## src/rtl/non_restoring_divider_pkg.sv

```systemverilog
`default_nettype none
// ============================================================================
//  Module      : non_restoring_divider_pkg
//  Description : Shared definitions for the non-restoring divider: default
//                operand width, FSM state encoding and a counter-width helper.
//  Revision    : 1.0  initial release
// ============================================================================
package non_restoring_divider_pkg;

    // Default operand width in bits.
    localparam int unsigned DEFAULT_N = 4;

    // Divider control states.
    typedef enum logic [1:0] {
        IDLE = 2'd0,
        ITER = 2'd1,
        CORR = 2'd2
    } state_t;

    // The iteration counter must hold the value n itself, so it needs
    // ceil(log2(n+1)) bits.
    function automatic int unsigned cnt_width(input int unsigned n);
        return $clog2(n + 1);
    endfunction

endpackage : non_restoring_divider_pkg
`default_nettype wire

```

## src/rtl/non_restoring_divider_addsub.sv

```systemverilog
`default_nettype none
// ============================================================================
//  Module      : nrd_addsub
//  Description : W-bit wrap-around adder/subtractor. i_sub=1 gives
//                i_a - i_b, i_sub=0 gives i_a + i_b. A single carry-chain is
//                used: subtraction is a + ~b + 1.
//  Ports       : i_a, i_b  W-bit operands
//                i_sub     operation select (1 = subtract)
//                o_sum     W-bit result (carry out discarded)
//  Revision    : 1.0  initial release
// ============================================================================
module nrd_addsub #(
    parameter int W = 5
) (
    input  logic [W-1:0] i_a,
    input  logic [W-1:0] i_b,
    input  logic         i_sub,
    output logic [W-1:0] o_sum
);

    logic [W-1:0] w_b_inv;
    logic [W-1:0] w_cin;

    assign w_b_inv = i_b ^ {W{i_sub}};
    assign w_cin   = {{(W-1){1'b0}}, i_sub};
    assign o_sum   = i_a + w_b_inv + w_cin;

endmodule : nrd_addsub
`default_nettype wire

```

## src/rtl/non_restoring_divider.sv

```systemverilog
`default_nettype none
// ============================================================================
//  Module      : non_restoring_divider
//  Description : Sequential unsigned N-bit divider using the non-restoring
//                algorithm. One quotient bit per ITER cycle, followed by a
//                single CORR cycle that fixes up a negative remainder.
//  Ports       : clk    clock, rising edge
//                rst    synchronous active-high reset
//                start  request a division (sampled in IDLE only)
//                X, Y   unsigned dividend / divisor, sampled on accept
//                Q      N-bit quotient (registered)
//                R      N+1-bit remainder (registered, MSB 0 when valid)
//                busy   operation in progress
//                done   one-cycle pulse when Q/R/dbz are updated
//                dbz    divisor was zero; valid with done
//  Revision    : 1.0  initial release
// ============================================================================
module non_restoring_divider
    import non_restoring_divider_pkg::*;
#(
    parameter int N = DEFAULT_N
) (
    input  logic         clk,
    input  logic         rst,
    input  logic         start,
    input  logic [N-1:0] X,
    input  logic [N-1:0] Y,
    output logic [N-1:0] Q,
    output logic [N:0]   R,
    output logic         busy,
    output logic         done,
    output logic         dbz
);

    localparam int c_AW    = N + 1;
    localparam int c_CNT_W = cnt_width(N);

    // ------------------------------------------------------------------------
    // State and datapath registers
    // ------------------------------------------------------------------------
    state_t              r_state;
    state_t              w_state_nxt;

    logic [c_AW-1:0]     r_a;      // partial remainder, two's complement
    logic [N-1:0]        r_qreg;   // dividend shifting out / quotient in
    logic [N-1:0]        r_y;      // latched divisor
    logic [c_CNT_W-1:0]  r_cnt;    // remaining ITER cycles

    logic [N-1:0]        r_q;
    logic [c_AW-1:0]     r_r;
    logic                r_busy;
    logic                r_done;
    logic                r_dbz;

    // FSM decode
    logic                w_accept;
    logic                w_iter;
    logic                w_corr;

    // Datapath wires
    logic [c_AW-1:0]     w_y_ext;
    logic [c_AW-1:0]     w_a_shift;
    logic [c_AW-1:0]     w_op_a;
    logic                w_op_sub;
    logic [c_AW-1:0]     w_sum;
    logic [c_AW-1:0]     w_a_corr;
    logic [N-1:0]        w_q_next;

    // ------------------------------------------------------------------------
    // FSM: state register
    // ------------------------------------------------------------------------
    always_ff @(posedge clk) begin
        if (rst) begin
            r_state <= IDLE;
        end else begin
            r_state <= w_state_nxt;
        end
    end

    // ------------------------------------------------------------------------
    // FSM: next state and control strobes
    // ------------------------------------------------------------------------
    always_comb begin
        w_state_nxt = r_state;
        w_accept    = 1'b0;
        w_iter      = 1'b0;
        w_corr      = 1'b0;
        case (r_state)
            IDLE: begin
                if (start) begin
                    w_accept    = 1'b1;
                    w_state_nxt = ITER;
                end
            end
            ITER: begin
                w_iter = 1'b1;
                // Counter still holds the count for this cycle; value 1
                // means this is the last quotient bit.
                if (r_cnt == c_CNT_W'(1)) begin
                    w_state_nxt = CORR;
                end
            end
            CORR: begin
                w_corr      = 1'b1;
                w_state_nxt = IDLE;
            end
            default: begin
                w_state_nxt = IDLE;
            end
        endcase
    end

    // ------------------------------------------------------------------------
    // Shared add/subtract
    //   ITER: operand is {A,Qreg} shifted left; subtract when A was >= 0.
    //   CORR: operand is A; only ever an add (result used only if A < 0).
    // ------------------------------------------------------------------------
    assign w_y_ext   = {1'b0, r_y};
    assign w_a_shift = {r_a[c_AW-2:0], r_qreg[N-1]};
    assign w_op_a    = w_corr ? r_a  : w_a_shift;
    assign w_op_sub  = w_corr ? 1'b0 : ~r_a[c_AW-1];

    nrd_addsub #(
        .W (c_AW)
    ) u_addsub (
        .i_a   (w_op_a),
        .i_b   (w_y_ext),
        .i_sub (w_op_sub),
        .o_sum (w_sum)
    );

    assign w_a_corr = r_a[c_AW-1] ? w_sum : r_a;

    // Quotient register shifted left with the new bit (sign of the new A,
    // inverted) entering at bit 0. Written as a loop so N=1 is legal.
    always_comb begin
        w_q_next    = '0;
        w_q_next[0] = ~w_sum[c_AW-1];
        for (int i = 1; i < N; i++) begin
            w_q_next[i] = r_qreg[i-1];
        end
    end

    // ------------------------------------------------------------------------
    // Datapath and output registers
    // ------------------------------------------------------------------------
    always_ff @(posedge clk) begin
        if (rst) begin
            r_a    <= '0;
            r_qreg <= '0;
            r_y    <= '0;
            r_cnt  <= '0;
            r_q    <= '0;
            r_r    <= '0;
            r_busy <= 1'b0;
            r_done <= 1'b0;
            r_dbz  <= 1'b0;
        end else begin
            r_done <= 1'b0;

            if (w_accept) begin
                r_a    <= '0;
                r_qreg <= X;
                r_y    <= Y;
                r_cnt  <= c_CNT_W'(N);
                r_busy <= 1'b1;
                r_dbz  <= 1'b0;
            end

            if (w_iter) begin
                r_a    <= w_sum;
                r_qreg <= w_q_next;
                r_cnt  <= r_cnt - c_CNT_W'(1);
            end

            // With Y=0 every step subtracts zero, A never goes negative and
            // the result falls out as Q=all ones, R={0,X} without special
            // casing; only the flag needs computing.
            if (w_corr) begin
                r_a    <= w_a_corr;
                r_q    <= r_qreg;
                r_r    <= w_a_corr;
                r_done <= 1'b1;
                r_busy <= 1'b0;
                r_dbz  <= (r_y == '0);
            end
        end
    end

    assign Q    = r_q;
    assign R    = r_r;
    assign busy = r_busy;
    assign done = r_done;
    assign dbz  = r_dbz;

endmodule : non_restoring_divider
`default_nettype wire

```

## config.mk

```make
export PLATFORM = sky130hd
export DESIGN_NAME = non_restoring_divider
export DESIGN_NICKNAME = d
export VERILOG_FILES = /design/src/rtl/non_restoring_divider_pkg.sv /design/src/rtl/non_restoring_divider_addsub.sv /design/src/rtl/non_restoring_divider.sv
export SDC_FILE = /design/constraint.sdc
export NUM_CORES = 1
export LEC_CHECK = 0
export ABC_AREA = 0
export CAP_MARGIN = 20
export CORE_UTILIZATION = 40
export CTS_CLUSTER_SIZE = 16
export DETAILED_ROUTE_END_ITERATION = 8
export PLACE_DENSITY = 0.65
export SYNTH_ARGS = -nofsm -noshare
export SYNTH_HDL_FRONTEND = slang
export SYNTH_SLANG_ARGS = --single-unit
```

## constraint.sdc

```tcl
create_clock -name clk -period 3.1 [get_ports clk]
set_input_delay 0.31 -clock clk [delete_from_list [all_inputs] [get_ports clk]]
set_output_delay 0.31 -clock clk [all_outputs]
set_load 0.02 [all_outputs]
```

==> results.json <==
{
  "p_leak_nw": 0.729,
  "p_int_mw": 0.780,
  "clockRootBuffer": "clkbuf_8",
  "p_sw_mw": 0.353,
  "worst-path-max-fanout": 14,
  "grt_pass1_wl_mm": 6.38,
  "syn-num-nets": 201,
  "p_seq_frac": 0.401,
  "io_buffer_count": 22,
  "cts_inserted_buffers": 5,
  "coreArea_um2": 3720,
  "vdd_drop_max_mv": 0.290,
  "die_area_um2": 4220,
  "synth_edf_count": 0,
  "routabilityCongestion": 0.908,
  "setup_viol": 0,
  "p_comb_frac": 0.273,
  "critical_path_class": "register to register",
  "powerDensity_nw_per_um2": 581,
  "finalSetupTns_ns": 0,
  "cp_cell_sequence": "nor2b_4 -> nor2_1 -> xor2_1 -> fa_1 -> a21o_1 -> a21oi_2 -> xnor2_1 -> or3_1 -> and3_1",
  "postSynthAreaPerCell_um2": 8.61,
  "synthArstFlopShare": 0,
  "grt_max_degree": 19,
  "cts_resized": 0,
  "startpoint_type": "register",
  "clockBufferDepth": 2,
  "start_util": 0.426,
  "cts_setup_buffers": 0,
  "drtIter0Drc": 98,
  "grt_remaining_overflow": 0,
  "hold_buffers": 0,
  "fin_util": 0.525,
  "cap_violations": 0,
  "pwr-share-clk": 0.327,
  "tightest_slew_ns": 0.654,
  "drcViolationCount": 0,
  "switching_share": 0.312,
  "htreeDepth": 2,
  "slew_headroom": 0.562,
  "die_y_um": 64.9,
  "cpPeakStageDelay_ns": 0.67,
  "worst_ep_arrival_time_ns": 3.04,
  "ys_seq_area_frac": 0.379,
  "status": "completed",
  "dieWidth_um": 64.9,
  "nets": 223,
  "grt_usage": 0.199,
  "drive_gt1_frac": 0.0870,
  "end_kind": "register",
  "post-route-period-util": 0.924,
  "crit_slowest_cell": "dfxtp_1",
  "total_power_mw": 1.13,
  "cts_sinks": 30,
  "report.final.slew_viol_count": 0,
  "period_minus_slack_ns": 2.87,
  "synth-seq-cells": 30,
  "areaGrowthSynthToFinish_pct": 23.1,
  "synth_cell_types": 42,
  "clk-insertion-delay-late_ns": 0.28,
  "path_clk_slew_ns": 0.06,
  "syn-instance-count": 184,
  "first_pass_iters": 4,
  "syn_area_um2": 1580,
  "antenna_found_initial": 0,
  "synth-main-ff-cell": "dfxtp_1",
  "required_ns": 3.28,
  "grt_pass1_vias": 1384,
  "io_pins": 23,
  "final_cell_mix": "30 x dfxtp_1, 29 x nor2_1, 22 x nand2_1, 22 x clkdlybuf4s50_1, 12 x mux2i_1",
  "rsz0062_at_grt": "no",
  "max_freq_ghz": 0.349,
  "hold_viol": 0,
  "route.antenna.remaining_nets": 0,
  "antenna_cells": 0,
  "fin_skew_ns": 0.00416,
  "cts_tree": "built",
  "layout_commonest_cell": "dfxtp_1",
  "wl_per_cell_um": 14.9,
  "num_vias": 1429,
  "viasPerCell": 5.60,
  "rows": 22,
  "routed_wl_mm": 3.80,
  "yosysWarningCount": 0,
  "dp_hpwl_mm": 2.57,
  "holdCritPathClass": "register to register"
}
==> worst paths after layout <==
path / from / endpoint / slack (ns) / depth (start not counted)
worst max register to register: r_state[1] / r_qreg[0] / 0.23 / 9
worst min register to register: Q[1] / Q[1] / 0.46 / 2
worst min-delay path: Q[1] / Q[1] / 0.46 / 2
worst max-delay path: r_state[1] / r_qreg[0] / 0.23 / 9
==> power by group through the flow <==
| stage | clock (mW) | sequential, mW | combinational (mW) |
|---|---|---|---|
| 2_1_floorplan | 0 | 0.444 | 0.244 |
| 3_3_place_gp | 0 | 0.459 | 0.289 |
| 3_5_place_dp | 0 | 0.460 | 0.301 |
| 4_1_cts | 0.378 | 0.452 | 0.307 |
| 5_1_grt | 0.397 | 0.458 | 0.338 |
| 6_report | 0.370 | 0.454 | 0.309 |
==> sequential cells by signal, indices dropped and copies added (netlist names), 2 cells and up <==
| register | cells |
|---|---|
| R | 5 |
| Q | 4 |
| r_qreg | 4 |
| r_cnt | 3 |
| r_y | 4 |
| r_state | 2 |
| r_a | 5 |
==> critical path: cells and delay by family (launching register included) <==
kind / cells / cell delay (ns)
adder cells (fa/ha/maj): 1 / 0.50
flip-flops: 1 / 0.67
AND/OR/NAND/NOR: 4 / 0.84
XOR/XNOR: 2 / 0.35
AO/OA/AOI/OAI: 2 / 0.39
==> through the flow <==
stage | instances | hold WS [ns] | worst slack, ns | cell area (µm²)
after floorplan | 184 | 0.438 | 0.671 | 1580
after global placement | 247 | 0.449 | 0.453 | 1840
after detailed placement | 247 | 0.451 | 0.328 | 1840
after CTS | 255 | 0.465 | 0.266 | 1950
after global routing | 255 | 0.498 | 0.118 | 1950
final | 255 | 0.461 | 0.235 | 1950
==> cell families after synthesis <==
| kind of cell | after synthesis | synth area share |
|---|---|---|
| multiplexers | 12 | 0.0758 |
| buffers and inverters | 14 | 0.0466 |
| flip-flops | 30 | 0.379 |
| XOR/XNOR | 7 | 0.0387 |
| AND/OR/NAND/NOR | 78 | 0.238 |
| adder cells (fa/ha/maj) | 6 | 0.0521 |
| AO/OA/AOI/OAI | 37 | 0.170 |
==> cell type report <==
cell class / instances / area [µm²]
clock buffers: 8 / 110
well taps: 48 / 60.1
multi-input cells: 140 / 915
flip-flops and latches: 30 / 601
repair buffers: 27 / 258
inverters: 2 / 7.51
fillers: 369 / 1770
==> per-layer routing <==
layer  track usage  part of all wire  wire length [µm]
met4        0.0778             0.014                53
met3        0.0475             0.044               167
met5             0                 0                 0
met2         0.349              0.50              1880
met1         0.229              0.45              1700
==> cell usage after synthesis, drive strengths merged (3+ instances only) <==
library cell | number | share of area
a211oi | 9 | 0.043
a21oi | 11 | 0.037
a311oi | 3 | 0.017
a31oi | 3 | 0.012
buf | 8 | 0.032
clkbuf | 4 | 0.0095
dfxtp | 30 | 0.38
ha | 5 | 0.039
mux2i | 12 | 0.076
nand2 | 22 | 0.052
nand2b | 6 | 0.024
nor2 | 29 | 0.069
nor2b | 4 | 0.021
nor3 | 3 | 0.0095
nor3b | 3 | 0.014
xor2 | 6 | 0.033
Power figures use the tool's default switching activity.
